### src/rtl/led_pkg.sv
// Shared encodings for the LED pattern generator: mode values and the
// pattern state enumeration.
package led_pkg;

    typedef enum logic [1:0] {
        MODE_OFF   = 2'd0,
        MODE_BLINK = 2'd1,
        MODE_WAVE  = 2'd2,
        MODE_CHASE = 2'd3
    } mode_t;

    typedef enum logic [3:0] {
        START     = 4'd0,
        FILL_DN   = 4'd1,
        CLR_A     = 4'd2,
        FILL_UP   = 4'd3,
        CLR_B     = 4'd4,
        BLINK_ON  = 4'd5,
        BLINK_OFF = 4'd6,
        CHASE_DN  = 4'd7,
        CHASE_UP  = 4'd8
    } state_t;

endpackage

### src/rtl/tick_gen.sv
// Step-rate divider: counts 0..DIV-1 while enabled and strobes tick on the
// last count. clr restarts the count from zero.
module tick_gen
    import led_pkg::*;
#(
    parameter int DIV = 2500000
) (
    input  logic ck,
    input  logic rs,
    input  logic en,
    input  logic clr,
    output logic tick
);

    localparam int CW = (DIV > 1) ? $clog2(DIV) : 1;
    localparam logic [CW-1:0] LAST = CW'(DIV - 1);

    logic [CW-1:0] r_cnt;

    always_ff @(posedge ck or posedge rs) begin
        if (rs) begin
            r_cnt <= '0;
        end else if (clr) begin
            r_cnt <= '0;
        end else if (en) begin
            if (r_cnt == LAST) begin
                r_cnt <= '0;
            end else begin
                r_cnt <= r_cnt + CW'(1);
            end
        end
    end

    assign tick = en & (r_cnt == LAST);

endmodule

### src/rtl/led_pattern_gen.sv
// LED pattern generator: OFF, BLINK, WAVE (fill/clear both directions) and
// CHASE (single bouncing bit), stepped by tick_gen.
module led_pattern_gen
    import led_pkg::*;
#(
    parameter int WIDTH = 18,
    parameter int DIV   = 2500000
) (
    input  logic             ck,
    input  logic             rs,
    input  logic             en,
    input  logic [1:0]       mode,
    output logic [WIDTH-1:0] led,
    output logic             cycle_done
);

    localparam int PW = $clog2(WIDTH + 1);
    localparam logic [PW-1:0]    P_FULL = PW'(WIDTH);
    localparam logic [PW-1:0]    P_TOP  = PW'(WIDTH - 1);
    localparam logic [WIDTH-1:0] ONES   = {WIDTH{1'b1}};
    localparam logic [WIDTH-1:0] ONE    = WIDTH'(1);

    mode_t            r_mode;
    state_t           r_state;
    logic [PW-1:0]    r_pos;
    logic [WIDTH-1:0] r_led;
    logic             r_cycle_done;

    state_t           w_state;
    logic [PW-1:0]    w_pos;
    logic [WIDTH-1:0] w_led;
    logic             w_cycle_done;
    logic             w_tick;
    logic             w_mode_chg;

    assign w_mode_chg = (mode != r_mode);

    tick_gen #(
        .DIV (DIV)
    ) u_tick_gen (
        .ck   (ck),
        .rs   (rs),
        .en   (en),
        .clr  (w_mode_chg),
        .tick (w_tick)
    );

    // A mode change wins over a tick; otherwise state only moves on an enabled tick.
    always_comb begin
        w_state      = r_state;
        w_pos        = r_pos;
        w_led        = r_led;
        w_cycle_done = 1'b0;
        if (w_mode_chg) begin
            w_state = START;
            w_pos   = '0;
            w_led   = '0;
        end else if (en && w_tick) begin
            case (r_mode)
                MODE_BLINK: begin
                    if (r_state == BLINK_ON) begin
                        w_state      = BLINK_OFF;
                        w_led        = '0;
                        w_cycle_done = 1'b1;
                    end else begin
                        w_state = BLINK_ON;
                        w_led   = ONES;
                    end
                end
                MODE_WAVE: begin
                    case (r_state)
                        START, CLR_B: begin
                            w_state = FILL_DN;
                            w_pos   = PW'(1);
                            w_led   = ~(ONES >> 1);
                        end
                        FILL_DN: begin
                            if (r_pos == P_FULL) begin
                                w_state = CLR_A;
                                w_pos   = '0;
                                w_led   = '0;
                            end else begin
                                w_pos = r_pos + PW'(1);
                                w_led = ~(ONES >> (r_pos + PW'(1)));
                            end
                        end
                        CLR_A: begin
                            w_state = FILL_UP;
                            w_pos   = PW'(1);
                            w_led   = ONE;
                        end
                        FILL_UP: begin
                            if (r_pos == P_FULL) begin
                                w_state      = CLR_B;
                                w_pos        = '0;
                                w_led        = '0;
                                w_cycle_done = 1'b1;
                            end else begin
                                w_pos = r_pos + PW'(1);
                                w_led = ~(ONES << (r_pos + PW'(1)));
                            end
                        end
                        default: begin
                            w_state = START;
                            w_pos   = '0;
                            w_led   = '0;
                        end
                    endcase
                end
                MODE_CHASE: begin
                    // r_pos holds the index of the lit bit while chasing.
                    case (r_state)
                        START: begin
                            w_state = CHASE_DN;
                            w_pos   = P_TOP;
                            w_led   = ONE << P_TOP;
                        end
                        CHASE_DN: begin
                            w_pos = r_pos - PW'(1);
                            w_led = ONE << (r_pos - PW'(1));
                            if (r_pos == PW'(1)) begin
                                w_state = CHASE_UP;
                            end else begin
                                w_state = CHASE_DN;
                            end
                        end
                        CHASE_UP: begin
                            w_pos = r_pos + PW'(1);
                            w_led = ONE << (r_pos + PW'(1));
                            if (r_pos == (P_TOP - PW'(1))) begin
                                w_state      = CHASE_DN;
                                w_cycle_done = 1'b1;
                            end else begin
                                w_state = CHASE_UP;
                            end
                        end
                        default: begin
                            w_state = START;
                            w_pos   = '0;
                            w_led   = '0;
                        end
                    endcase
                end
                default: begin
                    w_state = START;
                    w_pos   = '0;
                    w_led   = '0;
                end
            endcase
        end else begin
            w_cycle_done = 1'b0;
        end
    end

    // State, stored mode and registered outputs.
    always_ff @(posedge ck or posedge rs) begin
        if (rs) begin
            r_mode       <= MODE_OFF;
            r_state      <= START;
            r_pos        <= '0;
            r_led        <= '0;
            r_cycle_done <= 1'b0;
        end else begin
            r_mode       <= mode_t'(mode);
            r_state      <= w_state;
            r_pos        <= w_pos;
            r_led        <= w_led;
            r_cycle_done <= w_cycle_done;
        end
    end

    assign led        = r_led;
    assign cycle_done = r_cycle_done;

endmodule

### config.mk
export PLATFORM = sky130hd
export DESIGN_NAME = led_pattern_gen
export DESIGN_NICKNAME = d
export VERILOG_FILES = /design/src/rtl/led_pkg.sv /design/src/rtl/tick_gen.sv /design/src/rtl/led_pattern_gen.sv
export SDC_FILE = /design/constraint.sdc
export NUM_CORES = 1
export LEC_CHECK = 0
export ABC_AREA = 1
export BUFFER_PORTS_ARGS = -buffer_cell sky130_fd_sc_hd__buf_2
export CORE_MARGIN = 2
export CORE_UTILIZATION = 60
export DETAILED_ROUTE_END_ITERATION = 10
export PLACE_DENSITY = 0.79
export REMOVE_ABC_BUFFERS = 1
export SKIP_LAST_GASP = 1
export SYNTH_ARGS = -nofsm -noshare
export SYNTH_HDL_FRONTEND = slang
export SYNTH_SLANG_ARGS = --single-unit
### constraint.sdc
create_clock -name ck -period 3.24 [get_ports ck]
set_clock_uncertainty 0.05 [all_clocks]
set_input_delay 0 -clock ck [delete_from_list [all_inputs] [get_ports ck]]
set_output_delay 0 -clock ck [all_outputs]
set_load 0.02 [all_outputs]
**Word level (Yosys, flattened, before mapping)**

Cells that the tools add are included.

- Register bits after elaboration: 52
- Bits of input ports: 5
- Output and inout port bits: 19
- Logic and storage cells: 78

- $add $sub $neg: 3
- Eq/ne operators: 18
- Shift-type cells: 4
- Muxes and demuxes: 35
- Bitwise logic cells: 3
- Reduce and logical (&&, ||, !) cells: 9

Operators with widths:

| kind | number |
|---|---|
| 18-bit one-hot mux with 3 select lines | 2 |
| 18-bit 2-to-1 mux | 5 |
| 18-bit one-hot mux with 4 select lines | 1 |
| 22-bit 2-to-1 mux | 3 |
| 18-bit inverter | 2 |
| 1-bit by 5-bit << shifter with 18-bit output, first input constant | 2 |
| 5-bit one-hot mux with 3 select lines | 2 |
| 4-bit 2-to-1 mux | 6 |
| 4-bit one-hot mux with 3 select lines | 2 |
| 22-bit by 1-bit adder with 22-bit output, second input constant | 1 |
| 22-bit equality test, second input constant | 1 |
| 18-bit by 5-bit << shifter with 18-bit output, first input constant | 1 |
| 18-bit by 5-bit >> shifter with 18-bit output, first input constant | 1 |
| 4-bit one-hot mux with 4 select lines | 1 |
| 5-bit 2-to-1 mux | 3 |
| 4-bit by 3-bit equality test with 1-bit output, second input constant | 3 |
| 5-bit equality test, second input constant | 2 |
| 5-bit one-hot mux with 2 select lines | 1 |
| 4-bit by 2-bit equality test with 1-bit output, second input constant | 2 |
| 4-bit by 3-bit != test with 1-bit output, second input constant | 2 |
| 1-bit 2-to-1 mux | 7 |
| 5-bit by 1-bit adder with 5-bit output, second input constant | 1 |
| 5-bit by 1-bit equality test with 1-bit output, second input constant | 1 |
| 5-bit by 1-bit subtractor with 5-bit output, second input constant | 1 |
| 16 further kinds | 19 |

**Longest topological paths before layout**

- Depth after elaboration: 8
- Gate-level depth with buffers: 15
- Mapped depth without buffers: 14

**By module**

From an unflattened synthesis, not the netlist that was laid out.

- Cell total of the unflattened synthesis: 623
- Area, all modules: 4121.5 um2

Modules (own cells, without submodules):

| module | instances | cells an instance | area an instance (um2) | seq. area each (um2) |
|---|---|---|---|---|
| led_pattern_gen | 1 | 415 | 2592.5 | 750.7 |
| tick_gen | 1 | 208 | 1529.0 | 550.5 |

**Least setup slack after synthesis**

OpenSTA, ideal clock, no wires.

- Kind: reg2reg
- Start point: register r_pos[0]
- End point: register r_led[16], in the netlist led[16]
- Setup time: 66 ps
- Arrival: 1846 ps
- Required time: 3124 ps
- Slack: 1279 ps
- Cell stages (with the launch flop): 14
- Buffers on the path: 1
- Period minus slack after synthesis: 1961 ps
- Path through: dfrtp_1 buf_2 inv_1 ha_1 inv_1 nand2_1 nand2_1 o21ai_0 nand2_1 nor2_1 nand2_1 nand3_1 nand2_1 nand2_1

- Longest elaborated chain between the ends: 8
- Elaborated cells on any way between the ends: 16
- Those cells by class: 2 x add/sub; 1 x eq/ne; 4 x shift; 7 x mux; 2 x bitwise

RTL lines:

| item | line | source |
|---|---|---|
| from (decl) | led_pattern_gen.sv:25 | `logic [PW-1:0] r_pos;` |
| from (signal assigned) | led_pattern_gen.sv:166 | `r_pos <= w_pos;` |
| 5-bit by 1-bit adder with 5-bit output | led_pattern_gen.sv:84, led_pattern_gen.sv:100, led_pattern_gen.sv:129 |  |
| 18-bit by 5-bit << shifter with 18-bit output / 18-bit by 5-bit >> shifter with 18-bit output (equally long branches) | led_pattern_gen.sv:100, led_pattern_gen.sv:84 |  |
| 18-bit inverter (on tied branches) | led_pattern_gen.sv:100, led_pattern_gen.sv:84 |  |
| 18-bit 2-to-1 mux (on tied branches) | led_pattern_gen.sv:93, led_pattern_gen.sv:78 |  |
| 18-bit one-hot mux with 4 select lines | led_pattern_gen.sv:71 | `case (r_state)` |
| 18-bit one-hot mux with 3 select lines (*) | led_pattern_gen.sv:59 | `case (r_mode)` |
| 18-bit 2-to-1 mux (*) | led_pattern_gen.sv:58 | `end else if (en && w_tick) begin` |
| 18-bit 2-to-1 mux (*) | led_pattern_gen.sv:54 | `if (w_mode_chg) begin` |
| to (signal assigned) | led_pattern_gen.sv:167 | `r_led <= w_led;` |
| to (decl) | led_pattern_gen.sv:26 | `logic [WIDTH-1:0] r_led;` |

Mark *: on every way between the ends. The rest lies on a longest branch, timed or not. The select of a mux whose other input is x is not followed.
A chain may end at the register's enable or synchronous reset.

**Final worst setup path**

- Start point: register r_pos[0]
- End point: register r_led[1], in the netlist led[1]

Same word-level chain as after synthesis.

==> metrics.md <==
| Metric | Value |
|---|---|
| Grt total ovfl | 0 |
| WL per Instance | 13.6 um |
| Sw frac | 32.6% |
| Internal power | 887 uW |
| H-tree depth | 2 |
| Antenna Cells | 0 |
| Multi-input logic area | 2270 um2 |
| Clock slew at reported path FFs | 100 ps |
| Clock power share | 28.7% |
| Max VDD drop | 188 uV |
| Worst r2r src | r_pos[0] |
| First-pass GRT wire length | 17100 um |
| IO buf count | 23 |
| Syn_area_per_cell | 6.32 um2 |
| Reg-to-reg slack, setup | 660 ps |
| CTS root buffer | clkbuf_8 |
| Post-Synth XOR/XNOR Area | 1.57% |
| 1st-iter DRT viols | 269 |
| Hold Crit Start | mode[1] |
| Routed wire length | 9670 um |
| Clock latency at the later pin of the worst-skew pair | 300 ps |
| Setup TNS | 0 ps |
| Setup Viol. Count Final | 0 |
| Post-synthesis simple-gate area fraction | 45.7% |
| Fin crit share | 79.5% |
| Final hold violations | 0 |
| Worst relative slew slack | 29.1% |
| Cell count after synthesis | 618 |
| Power share of the combinational group | 19.2% |
| RSZ-0062 raised after global routing | no |
| Final instance area | 4150 um2 |
| Cells on Worst Hold Path | 2 |
| I/O pins | 24 |
| Pin count of the biggest net entering global routing | 53 |
| Tmin final | 2580 ps |
| Status | finished clean |
| Least-Margin Pin Slew | 1060 ps |
| Hold Path End | r_mode[1] |
| Total setup buffers inserted after CTS | 0 |
| Hold_ws | 324 ps |
| Initial antenna violation count | 0 |
| Gr usage total | 28.5% |
| Die footprint | 7170 um2 |
| Hold Path Class | in2reg |
| Gp weighted congestion | 0.983 |
| CP Capture Type | register |
| Clock tree buffer depth | 2 |
| Final std cells w/o fill | 712 |
| Reg area | 1300 um2 |
| DP Worst Slack | 759 ps |
| Compound-Gate Fraction of Synth Area | 7.68% |
| Mux cell area share after synthesis | 0% |
| Pwr/cell area | 317 nW/um2 |
| Peak Freq | 388 MHz |
| Synth Area in Adders | 3.20% |
| Hpwl dp | 7270 um |
| CTS tree | built |
| WP data required | 3440 ps |
| Crit path arrival time | 2770 ps |
| Final worst slack | 665 ps |
| DRC | 0 |
| Yosys warns | 0 |
| Placed insts | 700 |
| Initial core utilization | 61.9% |
| CTS buffer count | 5 |
| # fillers | 597 |
| Die width | 84.7 um |
| Total clock sinks | 52 |
| Yosys reg bits | 52 |
| Mapped Area | 3910 um2 |
| # nets final | 649 |
| Largest family of logic cells by synthesized area | simple AND/OR/NAND/NOR gates |
| Lkg Pwr | 2.16 nW |
| Critical Path Source Type | register |
| Worst setup path class | reg2reg |
| Vias in the first global route | 3862 |
| Cell row count | 29 |
| Critical Path Fanout Max | 24 |
| Via density | 5.70 |
| Switching Power | 429 uW |
| Netlist cell types | 32 |
| Die H | 84.7 um |
| Via count | 4057 |
| Sequential share of the synthesized area | 33.3% |
| Placed Instance Area | 4020 um2 |
| Final ANT Viol Nets | 0 |
| Layout cells sized above 1 | 7.40% |
| Total power | 1.32 mW |
| Register-to-Register Path Depth | 12 |
| Area growth, synth to finish | 6.21% |
| Final Util | 65.7% |
| Sequential power share | 52.1% |
| Core footprint | 6310 um2 |
| DR pass1 iterations | 5 |
| Max Cap Viol | 0 |
| Reg-to-reg endpoint | led[1] |
| Slew Viols, Final | 0 |
-- worst max-delay path by stage --
stage          slack (ps)  cells after the start      from     end
2_1_floorplan         900                     11  r_pos[0]  led[0]
3_3_place_gp          840                     12  r_pos[0]  led[1]
3_5_place_dp          760                     12  r_pos[0]  led[1]
4_1_cts               730                     12  r_pos[0]  led[1]
5_1_grt               450                     12  r_pos[0]  led[1]
6_report              660                     12  r_pos[0]  led[1]
-- flip-flops by register name, summed over array words and instances (netlist names) --
| register | flops |
|---|---|
| r_pos | 5 |
| r_mode | 2 |
| r_state | 4 |
| led | 18 |
| u_tick_gen.r_cnt | 22 |
| cycle_done | 1 |
-- cells in the final DEF, fill, tap and decap left out, types with 3 or more instances in the layout --
cell / Yosys / layout
dfrtp_1: 52 / 52
nand2_1: 217 / 217
nand3_1: 104 / 104
o21ai_0: 33 / 33
nor2_2: 4 / 4
xnor2_1: 3 / 3
clkbuf_8: 0 / 5
o21ai_1: 5 / 5
inv_1: 54 / 53
nor3_1: 10 / 10
inv_2: 3 / 4
nand4_1: 10 / 10
buf_2: 9 / 23
ha_1: 10 / 10
nor2_1: 61 / 61
a21oi_1: 12 / 12
dlygate4sd3_1: 0 / 4
xor2_1: 4 / 4
-- synth_stat cells --
cell type | number | share of area (%)
buf_6 | 2 | 0.58
buf_2 | 9 | 1.2
nor3b_1 | 1 | 0.19
a21oi_1 | 12 | 1.5
o21ai_0 | 33 | 4.2
a31oi_1 | 1 | 0.16
buf_4 | 3 | 0.58
clkinv_1 | 2 | 0.19
xnor2_1 | 3 | 0.67
o211a_1 | 1 | 0.26
nand2_2 | 2 | 0.32
nand4_2 | 1 | 0.32
nor2_2 | 4 | 0.64
nor4_4 | 1 | 0.54
inv_2 | 3 | 0.29
a2bb2oi_1 | 1 | 0.22
a211oi_1 | 1 | 0.19
xor2_1 | 4 | 0.90
nor2_4 | 2 | 0.58
nand4_1 | 10 | 1.6
ha_1 | 10 | 3.2
nor3_1 | 10 | 1.3
inv_1 | 54 | 5.2
o21ai_1 | 5 | 0.64
nor2_1 | 61 | 5.9
a221oi_1 | 1 | 0.22
clkbuf_1 | 6 | 0.58
nand2_1 | 217 | 21
nand3b_1 | 1 | 0.19
nand3_1 | 104 | 13
o21ai_2 | 1 | 0.22
dfrtp_1 | 52 | 33
-- power by group through the flow --
stage               registers [mW]  clock network [mW]  logic, mW
floorplan                    0.707                   0      0.164
global placement             0.698                   0      0.239
detailed placement           0.698                   0      0.244
CTS                          0.685               0.384      0.249
global route                 0.689               0.408      0.284
finish                       0.686               0.377      0.252
-- metal layers --
metal / GRT usage [%] / vias up / wire length [um]
li1: - / 2022 / -
met1: 36.7 / 1840 / 4210
met2: 48.9 / 166 / 4640
met3: 3.34 / 29 / 578
met4: 10.8 / 0 / 247
met5: 0 / - / 0
-- logic make-up after synthesis --
family | count (synthesis)
xor+xnor | 7
simple gates | 414
fa+ha+maj | 10
buf+inv | 79
flops | 52
compound gates | 56
-- cell type report --
class	count	share of cell area, %
repair buffers	29	4.10
multi-input cells	487	54.7
clock inverters	2	0.392
flip-flops and latches	52	31.4
clock buffers	6	1.75
well taps	77	2.32
inverters	59	5.34
-- critical path, stage by stage (launching register included) --
cell and delay (ps):
dfrtp_1 570, inv_1 250, ha_1 260, nand3_1 80, buf_4 260, nand3_1 270, inv_1 280, nand3_1 100
nand2_1 100, nand2_1 50, nand3_1 90, nand2_1 70, nand2_1 70
-- what timing repair did --
action                                 CTS  global route
hold buffers                             4             0
gates resized for setup                  0             0
endpoints found under the hold margin   56             0
No activity file was read; power rests on OpenSTA's default activity.
